===== src/rtl/disp_scan_mux_pkg.sv =====
`default_nettype none
// +--------------------------------------------------------------------+
// | disp_scan_mux_pkg                                                  |
// | Segment patterns and counter-width helpers for the scan mux.       |
// | Revision: 1.0                                                      |
// +--------------------------------------------------------------------+
package disp_scan_mux_pkg;

  localparam int SUB_W = 3;
  localparam logic [SUB_W-1:0] SUB_MAX = 3'd7;

  // Active-high patterns, bit 0 = segment a ... bit 6 = segment g.
  localparam logic [6:0] SEG_PATTERNS [16] = '{
    7'h3F, 7'h06, 7'h5B, 7'h4F, 7'h66, 7'h6D, 7'h7D, 7'h07,
    7'h7F, 7'h6F, 7'h77, 7'h7C, 7'h39, 7'h5E, 7'h79, 7'h71
  };

  function automatic int tick_cnt_width(input int divisor);
    return (divisor > 1) ? $clog2(divisor) : 1;
  endfunction

  function automatic int slot_idx_width(input int num_digits);
    return (num_digits > 1) ? $clog2(num_digits) : 1;
  endfunction

endpackage
`default_nettype wire


===== src/rtl/disp_scan_mux_hex_seg_decoder.sv =====
`default_nettype none
// +--------------------------------------------------------------------+
// | hex_seg_decoder                                                    |
// | Combinational hex nibble to active-high 7-segment pattern.         |
// | Revision: 1.0                                                      |
// +--------------------------------------------------------------------+
module hex_seg_decoder
  import disp_scan_mux_pkg::*;
(
  input  logic [3:0] hex_i,
  output logic [6:0] seg_o
);

  always_comb begin
    seg_o = SEG_PATTERNS[hex_i];
  end

endmodule
`default_nettype wire


===== src/rtl/disp_scan_mux.sv =====
`default_nettype none
// +--------------------------------------------------------------------+
// | disp_scan_mux                                                      |
// | Multiplexed 7-segment scanner with frame snapshot and PWM dimming. |
// | Revision: 1.0                                                      |
// +--------------------------------------------------------------------+
module disp_scan_mux
  import disp_scan_mux_pkg::*;
#(
  parameter int NUM_DIGITS = 4,
  parameter int DIVISOR    = 50000,
  parameter int ACTIVE_LOW = 1
) (
  input  logic                    clk,
  input  logic                    rst,
  input  logic [4*NUM_DIGITS-1:0] digits_i,
  input  logic [NUM_DIGITS-1:0]   dp_i,
  input  logic [NUM_DIGITS-1:0]   blank_i,
  input  logic [2:0]              brightness_i,
  input  logic                    en_i,
  output logic [6:0]              seg_o,
  output logic                    dp_o,
  output logic [NUM_DIGITS-1:0]   an_o,
  output logic                    frame_done_o
);

  localparam int CNT_W = tick_cnt_width(DIVISOR);
  localparam int IDX_W = slot_idx_width(NUM_DIGITS);
  localparam logic [CNT_W-1:0] CNT_MAX = CNT_W'(DIVISOR - 1);
  localparam logic [IDX_W-1:0] IDX_MAX = IDX_W'(NUM_DIGITS - 1);
  localparam logic INV = (ACTIVE_LOW != 0);

  logic [CNT_W-1:0]        count_q, count_d;
  logic [SUB_W-1:0]        sub_q, sub_d;
  logic [IDX_W-1:0]        idx_q, idx_d;
  logic                    load_q;
  logic [4*NUM_DIGITS-1:0] snap_digits_q;
  logic [NUM_DIGITS-1:0]   snap_dp_q;
  logic [NUM_DIGITS-1:0]   snap_blank_q;
  logic [6:0]              seg_q, seg_d;
  logic                    dp_q, dp_d;
  logic [NUM_DIGITS-1:0]   an_q, an_d;
  logic                    frame_done_q;

  logic                    tick;
  logic                    slot_end;
  logic                    wrap;
  logic [4*NUM_DIGITS-1:0] disp_digits;
  logic [NUM_DIGITS-1:0]   disp_dp;
  logic [NUM_DIGITS-1:0]   disp_blank;
  logic [3:0]              digit_arr [NUM_DIGITS];
  logic [3:0]              cur_hex;
  logic [6:0]              cur_seg;
  logic                    lit;

  assign tick     = (count_q == CNT_MAX);
  assign slot_end = tick && (sub_q == SUB_MAX);
  assign wrap     = slot_end && (idx_q == IDX_MAX);

  always_comb begin
    count_d = tick ? '0 : count_q + 1'b1;
    sub_d   = tick ? sub_q + 1'b1 : sub_q;
    idx_d   = idx_q;
    if (slot_end) begin
      idx_d = (idx_q == IDX_MAX) ? '0 : idx_q + 1'b1;
    end
  end

  // The first cycle after reset displays the values being captured into the
  // snapshot that same edge, so digit 0 gets its full first slot.
  assign disp_digits = load_q ? digits_i : snap_digits_q;
  assign disp_dp     = load_q ? dp_i     : snap_dp_q;
  assign disp_blank  = load_q ? blank_i  : snap_blank_q;

  for (genvar k = 0; k < NUM_DIGITS; k++) begin : g_digit_split
    assign digit_arr[k] = disp_digits[4*k +: 4];
  end

  assign cur_hex = digit_arr[idx_q];
  assign lit     = en_i && !disp_blank[idx_q] && (sub_q <= brightness_i);

  hex_seg_decoder u_dec (
    .hex_i (cur_hex),
    .seg_o (cur_seg)
  );

  always_comb begin
    an_d  = {NUM_DIGITS{INV}};
    seg_d = {7{INV}};
    dp_d  = INV;
    if (lit) begin
      an_d  = (NUM_DIGITS'(1) << idx_q) ^ {NUM_DIGITS{INV}};
      seg_d = cur_seg ^ {7{INV}};
      dp_d  = disp_dp[idx_q] ^ INV;
    end
  end

  always_ff @(posedge clk) begin
    if (rst) begin
      count_q       <= '0;
      sub_q         <= '0;
      idx_q         <= '0;
      load_q        <= 1'b1;
      snap_digits_q <= '0;
      snap_dp_q     <= '0;
      snap_blank_q  <= '1;
      frame_done_q  <= 1'b0;
      an_q          <= {NUM_DIGITS{INV}};
      seg_q         <= {7{INV}};
      dp_q          <= INV;
    end else begin
      count_q      <= count_d;
      sub_q        <= sub_d;
      idx_q        <= idx_d;
      load_q       <= 1'b0;
      frame_done_q <= wrap;
      an_q         <= an_d;
      seg_q        <= seg_d;
      dp_q         <= dp_d;
      if (load_q || wrap) begin
        snap_digits_q <= digits_i;
        snap_dp_q     <= dp_i;
        snap_blank_q  <= blank_i;
      end
    end
  end

  assign seg_o        = seg_q;
  assign dp_o         = dp_q;
  assign an_o         = an_q;
  assign frame_done_o = frame_done_q;

endmodule
`default_nettype wire


===== config.mk =====
export PLATFORM = sky130hd
export DESIGN_NAME = disp_scan_mux
export DESIGN_NICKNAME = d
export VERILOG_FILES = /design/src/rtl/disp_scan_mux_pkg.sv /design/src/rtl/disp_scan_mux_hex_seg_decoder.sv /design/src/rtl/disp_scan_mux.sv
export SDC_FILE = /design/constraint.sdc
export NUM_CORES = 1
export LEC_CHECK = 0
export CAP_MARGIN = 20
export CORE_MARGIN = 3
export CORE_UTILIZATION = 54
export CTS_CLUSTER_SIZE = 25
export DETAILED_ROUTE_END_ITERATION = 8
export GPL_ROUTABILITY_DRIVEN = 1
export PLACE_DENSITY = 0.81
export SLEW_MARGIN = 20
export SYNTH_ARGS = -nofsm -noshare
export SYNTH_HDL_FRONTEND = slang
export SYNTH_SLANG_ARGS = --single-unit

===== constraint.sdc =====
create_clock -name clk -period 3.45 [get_ports clk]
set_input_delay 0.5175 -clock clk [delete_from_list [all_inputs] [get_ports clk]]
set_output_delay 0.5175 -clock clk [all_outputs]
set_load 0.03 [all_outputs]

* After elaboration in Yosys (flattened, before gate mapping)
Memory sizes are Yosys's and may differ from the RTL's.
Cells that the tools add are included.
** Storage, ports and cells
- Flip-flop bits (word level) :: 59
- ROM bits :: 112
- Output and inout bits :: 13
- Memories kept :: 1
** Memory list
- (no name shown) :: words 16, bits a word 7, rd ports 1, clocked after Yosys merged registers in 0, wr ports 0, RTL line disp_scan_mux_hex_seg_decoder.sv:15 : seg_o = SEG_PATTERNS[hex_i];
** Cells by class
- Add/sub/neg operators :: 3
- $lt $le $gt $ge :: 4
- Eq/ne operators :: 3
- Shifts and indexed selects :: 1
- Multiplexer cells :: 14
- Bitwise gates (word level) :: 6
- Reductions and logical operators :: 8
** Operators by type and width (count)
- adder 16 x 1 -> 16 bit (second input constant) :: 1
- == test 16 bit (second input constant) :: 1
- two-way mux 16 bit :: 1
- two-way mux 4 bit :: 4
- two-way mux 7 bit :: 2
- binary-select mux 4 bit (select 2 bit) :: 1
- NOT 7 bit :: 1
- greater-or-equal comparator 5 bit (second input constant) :: 1
- NOT 4 -> 5 bit :: 1
- binary-select mux 1 bit (select 2 bit) :: 2
- logical AND 1 bit :: 4
- NOT 4 bit :: 1
- OR reduction 2 bit :: 2
- left shift 1 x 2 -> 4 bit (first input constant) :: 1
- adder 3 x 1 -> 3 bit (second input constant) :: 1
- == test 3 bit (second input constant) :: 1
- greater-or-equal comparator 3 bit (second input constant) :: 1
- <= comparator 3 bit :: 1
- less-than comparator 2 x 3 -> 1 bit (second input constant) :: 1
- two-way mux 1 bit :: 3
- NOT 2 -> 3 bit :: 1
- adder 2 x 1 -> 2 bit (second input constant) :: 1
- == test 2 bit (second input constant) :: 1
- two-way mux 2 bit :: 1
- 3 further kinds :: 4

* Logic depth before layout (Yosys ltp)
- Depth after elaboration :: 9
- Depth in mapped cells :: 11
- Mapped depth without buffers :: 9

* Cells and area by module
Synthesis repeated with hierarchy kept, for this count alone.
** Second synthesis, totals
- Cells, all modules :: 374
- Area, all modules :: 3308.2 um2
** Modules (own cells, without submodules)
- disp_scan_mux :: instances 1, cells an instance 341, area each 3017.9 um2, sequential area each 1181.1 um2
- hex_seg_decoder :: instances 1, cells an instance 33, area each 290.3 um2, sequential area each 0.0 um2

* Worst setup path before layout
Ideal clock, no wire load.
- Kind :: register to register
- Start :: reg load_q
- End :: reg seg_q[3] (netlist: seg_o[3])
- Setup time :: 0.141 ns
- Data arrival time :: 2.298 ns
- Data required time :: 3.309 ns
- Slack :: 1.010 ns
- Stages on the path, launching flop included :: 9
- Buffers on the path :: 2
- Path through :: dfxtp_1 -> buf_2 -> buf_2 -> mux4_2 -> mux2i_1 -> inv_1 -> ha_1 -> o211ai_1 -> o211ai_1
** On the way
- Longest elaborated chain between the ends :: 9
- Elaborated cells between the ends (all ways) :: 17
- Those cells by class :: 9 x mux; 3 x bitwise; 4 x reduce/logical; 1 x memory
** Ends and longest elaborated chain
- from (decl) :: RTL line disp_scan_mux.sv:36 : logic load_q;
- from (signal assigned) :: RTL line disp_scan_mux.sv:103 : load_q <= 1'b1;
- from (signal assigned) :: RTL line disp_scan_mux.sv:115 : load_q <= 1'b0;
- two-way mux 16 bit :: RTL line disp_scan_mux.sv:71 : assign disp_digits = load_q ? digits_i : snap_digits_q;
- binary-select mux 4 bit (select 2 bit) :: RTL line disp_scan_mux.sv:79 : assign cur_hex = digit_arr[idx_q];
- two-way mux 4 bit (implied by the code) (2 in series) :: RTL line disp_scan_mux.sv:79
- NOT 4 -> 5 bit (implied by the code) :: RTL line disp_scan_mux_hex_seg_decoder.sv:15
- memory read (16 x 7 bit)
- two-way mux 7 bit (implied by the code) (2 in series) :: RTL line disp_scan_mux_hex_seg_decoder.sv:15
- NOT 7 bit (no line)
- to (signal assigned) :: RTL line disp_scan_mux.sv:109 : seg_q <= {7{INV}};
- to (signal assigned) :: RTL line disp_scan_mux.sv:118 : seg_q <= seg_d;
- to (decl) :: RTL line disp_scan_mux.sv:40 : logic [6:0] seg_q, seg_d;
Parallel ways exist; a longest one is shown, timed or not. The select of a mux whose other input is x is not followed.
A chain may end at the register's enable or synchronous reset.

* Worst setup path after layout
- Start :: reg idx_q[0]
- End :: reg seg_q[3] (netlist: seg_o[3])
** On the way
- Longest elaborated chain between the ends :: 9
- Elaborated cells between the ends (all ways) :: 16
- Those cells by class :: 7 x mux; 4 x bitwise; 4 x reduce/logical; 1 x memory
** Ends and longest elaborated chain
- from (decl) :: RTL line disp_scan_mux.sv:35 : logic [IDX_W-1:0] idx_q, idx_d;
- from (signal assigned) :: RTL line disp_scan_mux.sv:114 : idx_q <= idx_d;
- NOT 2 -> 3 bit (implied by the code) :: RTL line disp_scan_mux.sv:79
- binary-select mux 4 bit (select 2 bit) :: RTL line disp_scan_mux.sv:79
- two-way mux 4 bit (implied by the code) (2 in series) :: RTL line disp_scan_mux.sv:79
- NOT 4 -> 5 bit (implied by the code) :: RTL line disp_scan_mux_hex_seg_decoder.sv:15
- memory read (16 x 7 bit)
- two-way mux 7 bit (implied by the code) (2 in series) :: RTL line disp_scan_mux_hex_seg_decoder.sv:15
- NOT 7 bit (no line)
Parallel ways exist; a longest one is shown, timed or not. The select of a mux whose other input is x is not followed.

==> reports/qor.txt <==
====================================================================================
Run status                                                                 completed
Most used cell along the critical path                                  sky130_fd_sc_hd__o211ai_1
Dominant synthesized flop cell                                          sky130_fd_sc_hd__dfxtp_1
Area delta synth->final                                                       23.01%
Final critical path time including I/O delays and setup                     2.568 ns
Flops & latches, synth                                                            59
Fillcell total                                                                   388
Share of the clock period used by the worst path after layout                 74.44%
Number of buffers added for setup after CTS                                        0
Worst slack after detailed placement                                       0.6406 ns
Layout net count                                                                 402
Cell types with the largest area share after synthesis                  sky130_fd_sc_hd__dfxtp_1 (42%), sky130_fd_sc_hd__nand2_1 (9.0%), sky130_fd_sc_hd__mux4_2 (8.0%), sky130_fd_sc_hd__ha_1 (7.1%), sky130_fd_sc_hd__a21oi_1 (4.8%)
Total leakage power                                                         1.363 nW
HPWL reported at the end of detailed placement                          4120 microns
# DRC                                                                              0
Final Skew                                                               0.006272 ns
Area share of the largest cell type after synthesis                           41.84%
Setup slack, reg-to-reg                                                      0.88 ns
Number of iterations in the first detailed-routing pass                            5
Share of total power in the clock network                                      37.4%
Per-cell routed wire length                                             13.80 microns
Post-cts sizing count                                                              0
Clk slew on worst S/H paths                                                  0.06 ns
Chip Height                                                             78.30 microns
Worst max-slew margin expressed relative to the limit                         55.14%
Net switching component of the power                                       0.3454 mW
Worst path max stage delay                                                   0.75 ns
Drt via density                                                                5.462
Maximum clock rate                                                         389.4 MHz
Final Cell Area                                                           3472 sq um
Synthesis warning total                                                            0
Final Hold Fails                                                                   0
Routability congestion estimate                                               0.9480
Count of flip-flops with a built-in enable after synthesis                         0
Max H-tree Level                                                                   3
Power density over the cells                                            410.9 nW/um^2
Kind of capture point of the worst setup path                                   flop
Required @ worst endpoint                                                    3.65 ns
Power share of the combinational group                                         12.3%
Proportion of layout cells with a drive suffix above 1                        9.749%
Fraction of power consumed by sequential logic                                 50.4%
Worst path buffer plus inverter count                                              1
Effective utilization at floorplan                                            57.85%
Max-slew violation count                                                           0
Total global routing track utilization                                        20.62%
Mean cell area of the mapped netlist                                     9.018 sq um
Proportion of synthesized flip-flops having asynchronous set or reset             0%
Cell Rows                                                                         25
Maximum number of pins on one net before global-route repair                      34
Most frequent cell after synthesis                                      sky130_fd_sc_hd__nand2_1
Area of the multi-input gates                                             1541 sq um
Largest fanout on the critical path                                               17
Cell area after placement                                                 3306 sq um
Count of antenna-violating nets left after detailed routing                        0
Post-detailed-routing wire length                                       5879 microns
Sequential cell area                                                      1181 sq um
Setup repair after global routing missed its margin                               no
First DRT Iteration DRCs                                                         124
Number of buffers added by the clock tree synthesis step                           9
Number of antenna violations at the first check in global routing                  0
Die width                                                               78.30 microns
CTS sink cnt                                                                      59
Count of distinct cell types in the synthesized netlist                           40
Total number of vias                                                           2,327
Root Buffer Master                                                      sky130_fd_sc_hd__clkbuf_8
Maximum number of buffers from clock root to sink                                  2
Arr. time, crit path                                                         2.77 ns
Crit path kind                                                          flop to flop
Core region area                                                          4880 sq um
Maximum resistive drop on vdd                                            0.0004329 V
Overall die area                                                          6131 sq um
Net count after synthesis                                                        359
Gate family responsible for the most delay along the worst path         multiplexers
First-pass GRT wire length                                              9963 microns
Post-layout worst setup margin                                             0.8817 ns
Final setup violation count                                                        0
Fin Setup TNS                                                                   0 ns
Transition time of the tightest slew-check pin                             0.6720 ns
Max_cap viols                                                                      0
Hold_buf cts                                                                       0
Critical-path cell with the highest stage delay                         sky130_fd_sc_hd__dfxtp_1
Critical-path cell list                                                 mux4_2 > mux2i_1 > inv_1 > ha_1 > o211ai_1 > o211ai_1
Cell taking the most area after synthesis                               sky130_fd_sc_hd__dfxtp_1
Buffers on Ports                                                                  42
Number of cells produced by synthesis                                            313
Area of the mapped netlist                                                2823 sq um
Num ports                                                                         43
Grt total ovfl                                                                     0
Worst setup SP type                                                             flop
Design internal power                                                       1.081 mW
Worst hold path class                                                   flop to flop
Diode insertion count for antenna repair                                           0
Skew-Pair Late Insertion Delay                                               0.34 ns
Most common library cells after synthesis                               sky130_fd_sc_hd__nand2_1 (68), sky130_fd_sc_hd__dfxtp_1 (59), sky130_fd_sc_hd__nor2_1 (31)
Switching share of power                                                      24.21%
Seq/Total Area, Yosys                                                         41.84%
TritonCTS clock tree                                                           built
Number of global-route vias before repair                                      2,214
====================================================================================
per-layer routing:
| metal | part of all wire [%] | GRT usage, % |
|---|---|---|
| met5 | 0 | 0 |
| met4 | 1.6 | 10.14 |
| met1 | 47 | 26.28 |
| met3 | 4.7 | 4.358 |
| met2 | 47 | 33.22 |
path summary, 6_finish.rpt:
path,start,to,cells past startpoint
max,idx_q[0],seg_o[3],6
min,snap_digits_q[12],snap_digits_q[12],2
max reg2reg,idx_q[0],seg_o[3],6
min reg2reg,snap_digits_q[12],snap_digits_q[12],2
kinds of logic after synthesis:
kind of cell | share of synthesized area [%]
multiplexers | 11.97
adder cells (fa/ha/maj) | 7.092
flip-flops | 41.84
AO/OA/AOI/OAI | 8.954
XOR/XNOR | 4.654
buffers and inverters | 3.767
AND/OR/NAND/NOR | 21.72
tightest hold or removal path: cells and delay by family (launching register included):
kind,cells,cell delay [ns]
DFF,1,0.31
and+or+nand+nor,1,0.05
AOI/OAI and AO/OA,1,0.05
through the flow:
step                      cells  utilization, %  power, mW  hold WS (ns)
after floorplan             313               -     0.8374        0.4286
after global placement      411           67.44     0.8995        0.4346
after detailed placement    412           67.74     0.9070        0.4433
after CTS                   426           71.15      1.435        0.4511
after global routing        426           71.15      1.486        0.4649
final                       426           71.15      1.427        0.4499
cell type report:
class	count	share of cell area, %
Multi-Input combinational cell	229	44.40
Sequential cell	59	34.02
Timing Repair Buffer	46	13.19
Clock buffer	11	4.360
Tap cell	67	2.414
Inverter	11	1.189
Clock inverter	3	0.4324
sequential cells by signal, indices dropped and copies added, names as in the netlist:
name,flops
sub_q,3
dp_o,1
snap_blank_q,4
count_q,16
frame_done_o,1
seg_o,7
snap_dp_q,4
load_q,1
idx_q,2
an_o,4
snap_digits_q,16
power by group through the flow:
stage / combinational, mW / sequential (mW) / clock (mW)
floorplan: 0.100 / 0.737 / 0
global placement: 0.168 / 0.732 / 0
detailed placement: 0.174 / 0.733 / 0
CTS: 0.175 / 0.718 / 0.542
global route: 0.193 / 0.721 / 0.572
finish: 0.175 / 0.718 / 0.533
cell usage in the layout, fill, tap and decap left out, drive strengths merged, types with 2 or more instances in the layout:
| cell type | count |
|---|---|
| nand2 | 68 |
| dfxtp | 59 |
| clkdlybuf4s50 | 42 |
| nor2 | 31 |
| a21oi | 27 |
| ha | 16 |
| nand3 | 12 |
| inv | 11 |
| clkbuf | 11 |
| mux4 | 10 |
| mux2i | 9 |
| xnor2 | 8 |
| xor2 | 7 |
| nand3b | 4 |
| o221ai | 4 |
| nor3 | 4 |
| buf | 4 |
| nor2b | 3 |
| o211ai | 3 |
| clkinv | 3 |
| and2 | 2 |
| mux2 | 2 |
| nand4 | 2 |
| or4b | 2 |
| nor4 | 2 |
Power figures use the tool's default switching activity.
==> variant, RTL diff (same settings) <==
Change the parameter `DIVISOR` from 50000 to 12500.
--- a/src/rtl/disp_scan_mux.sv
+++ b/src/rtl/disp_scan_mux.sv
@@ -8,7 +8,7 @@
   import disp_scan_mux_pkg::*;
 #(
   parameter int NUM_DIGITS = 4,
-  parameter int DIVISOR    = 50000,
+  parameter int DIVISOR    = 12500,
   parameter int ACTIVE_LOW = 1
 ) (
   input  logic                    clk,
Formal check against the unedited RTL: no difference found for any inputs over 10 cycles, from zero or initial values and one cycle with rst high; that may be too few to reach the edited logic, so the function may still have changed.
==> variant against the original RTL <==
Sequential power fell by 3.3%; clock skew barely moved; die area decreased by 0.20%; power down 2.0%; routed wire length grew 0.12%; synthesized area is 0.22% lower; utilization shrank 0.95 points; sequential cell count down 2; worst setup slack improved by 0.099 ns; final area fell by 1.3%; largest cell class unchanged; highest routed layer unchanged.
==> variant: results (changes against the original RTL) <==
| Metric | Value |
|---|---|
| Average wire per standard cell | 14.1 um (was 13.8 um) |
| Seq/Total Area, Yosys | 40.5% (was 41.8%) |
| Cell at the slowest stage of the critical path | mux4_1 (was dfxtp_1) |
| Mapped Nets | 350 (was 359) |
| Critical R2R Launch | load_q$_DFF_P_ (was idx_q[0]$_SDFFE_PP0P_) |
| Placed inst area | 3260 um^2 (was 3310 um^2) |
| CP peak stage delay | 0.61 ns (was 0.75 ns) |
| Post-Place Cells | 403 (was 412) |
| Fin crit period | 2.47 ns (was 2.57 ns) |
| Max FFs per register | 16 |
| Synth Area in Adders | 7.11% (was 7.09%) |
| Num CTS Buffers | 9 (unchanged) |
| GR Util All Layers | 20.8% (was 20.6%) |
| Critical path peak fanout | 14 (was 17) |
| Asr flop ratio synth | 0% (unchanged) |
| Initial antenna violation count | 0 (unchanged) |
| Result of the run | complete, no violations (unchanged) |
| Compound-Gate Fraction of Synth Area | 10.2% (was 8.95%) |
| CTS root buffer | clkbuf_8 (unchanged) |
| Lkg Pwr | 1.35 nW (was 1.36 nW) |
| Layout cell share with drive strength beyond 1 | 8.29% (was 9.75%) |
| Post-Layout Cell Count | 417 (was 426) |
| GPL Wtd Cong | 0.896 (was 0.948) |
| Router iterations before antenna repair | 4 (was 5) |
| Final-stage net count | 393 (was 402) |
| First-iteration detailed-routing DRC count | 133 (was 124) |
| Flop+latch power | 694 uW (was 718 uW) |
| Fillers | 398 (was 388) |
| Post-DP HPWL | 3.95 mm (was 4.12 mm) |
| CP arrival | 2.65 ns (was 2.77 ns) |
| Largest net degree at the start of global routing | 34 (unchanged) |
| Post-synthesis mux area share | 12.7% (was 12.0%) |
| Reg2Reg Depth | 8 (was 6) |
| Largest cells by area after synthesis | dfxtp_1 41%, nand2_1 9.6%, ha_1 7.1% (was dfxtp_1 42%, nand2_1 9.0%, mux4_2 8.0%) |
| Synth Area in XOR/XNOR | 4.04% (was 4.65%) |
| Max-slew headroom | 52.6% (was 55.1%) |
| Worst Setup EP | seg_o[0]$_SDFF_PP1_ (was seg_o[3]$_SDFF_PP1_) |
| Sw frac | 23.8% (was 24.2%) |
| Switching pwr | 333 uW (was 345 uW) |
| VDD IR-drop max | 0.285 mV (was 0.433 mV) |
| Clk Latency, worst-skew pair | 0.33 ns |
| Number of global-route vias before repair | 2,288 (was 2,214) |
| Final clock skew | 0.00641 ns (was 0.00627 ns) |
| Worst reg-to-reg setup slack | 0.98 ns (was 0.88 ns) |
| Top post-synthesis cells by count | 72 x nand2_1, 57 x dfxtp_1, 28 x a21oi_1, 22 x nor2_1, 16 x ha_1 (was 68 x nand2_1, 59 x dfxtp_1, 31 x nor2_1, 27 x a21oi_1, 16 x ha_1) |
| DR vias/cell | 5.48 (was 5.46) |
| Placement Setup Slack | 0.648 ns (was 0.641 ns) |
| Logic power comb | 183 uW (was 175 uW) |
| First-pass GRT wire length | 10.1 mm (was 9.96 mm) |
-- variant: cell type report --
class	instances	area (um^2)	area share (%)
multi-input combinational	223	1550	45.3
sequential	57	1140	33.3
timing repair buffer	46	450	13.1
clock buffer	14	163	4.75
tap	67	83.8	2.45
inverter	10	37.5	1.10
-- variant: worst max-delay path: cells and delay by family (launching register included) --
family / cells / cell delay (ns)
DFF: 1 / 0.36
buffers and inverters: 2 / 0.44
adders and majority gates: 1 / 0.26
AOI/OAI and AO/OA: 1 / 0.09
muxes: 1 / 0.61
and+or+nand+nor: 3 / 0.56
-- variant: worst min-delay path by stage --
| stage | start | to | slack [ns] |
|---|---|---|---|
| 6_report | snap_digits_q[9]$_SDFFE_PP0P_ | snap_digits_q[9]$_SDFFE_PP0P_ | 0.45 |
| 3_3_place_gp | snap_dp_q[1]$_SDFFE_PP0P_ | snap_dp_q[1]$_SDFFE_PP0P_ | 0.43 |
| 4_1_cts | snap_digits_q[11]$_SDFFE_PP0P_ | snap_digits_q[11]$_SDFFE_PP0P_ | 0.45 |
| 5_1_grt | snap_digits_q[6]$_SDFFE_PP0P_ | snap_digits_q[6]$_SDFFE_PP0P_ | 0.47 |
| 2_1_floorplan | snap_digits_q[13]$_SDFFE_PP0P_ | snap_digits_q[13]$_SDFFE_PP0P_ | 0.43 |
| 3_5_place_dp | snap_digits_q[11]$_SDFFE_PP0P_ | snap_digits_q[11]$_SDFFE_PP0P_ | 0.44 |
-- variant: metal layers --
layer  up-vias  global-route usage, %  wire length [um]
li1       1133                      -                 -
met5         -                      0                 0
met3        15                   5.39               294
met4         0                   9.09               112
met2        67                   33.7              2800
met1      1072                   26.2              2670
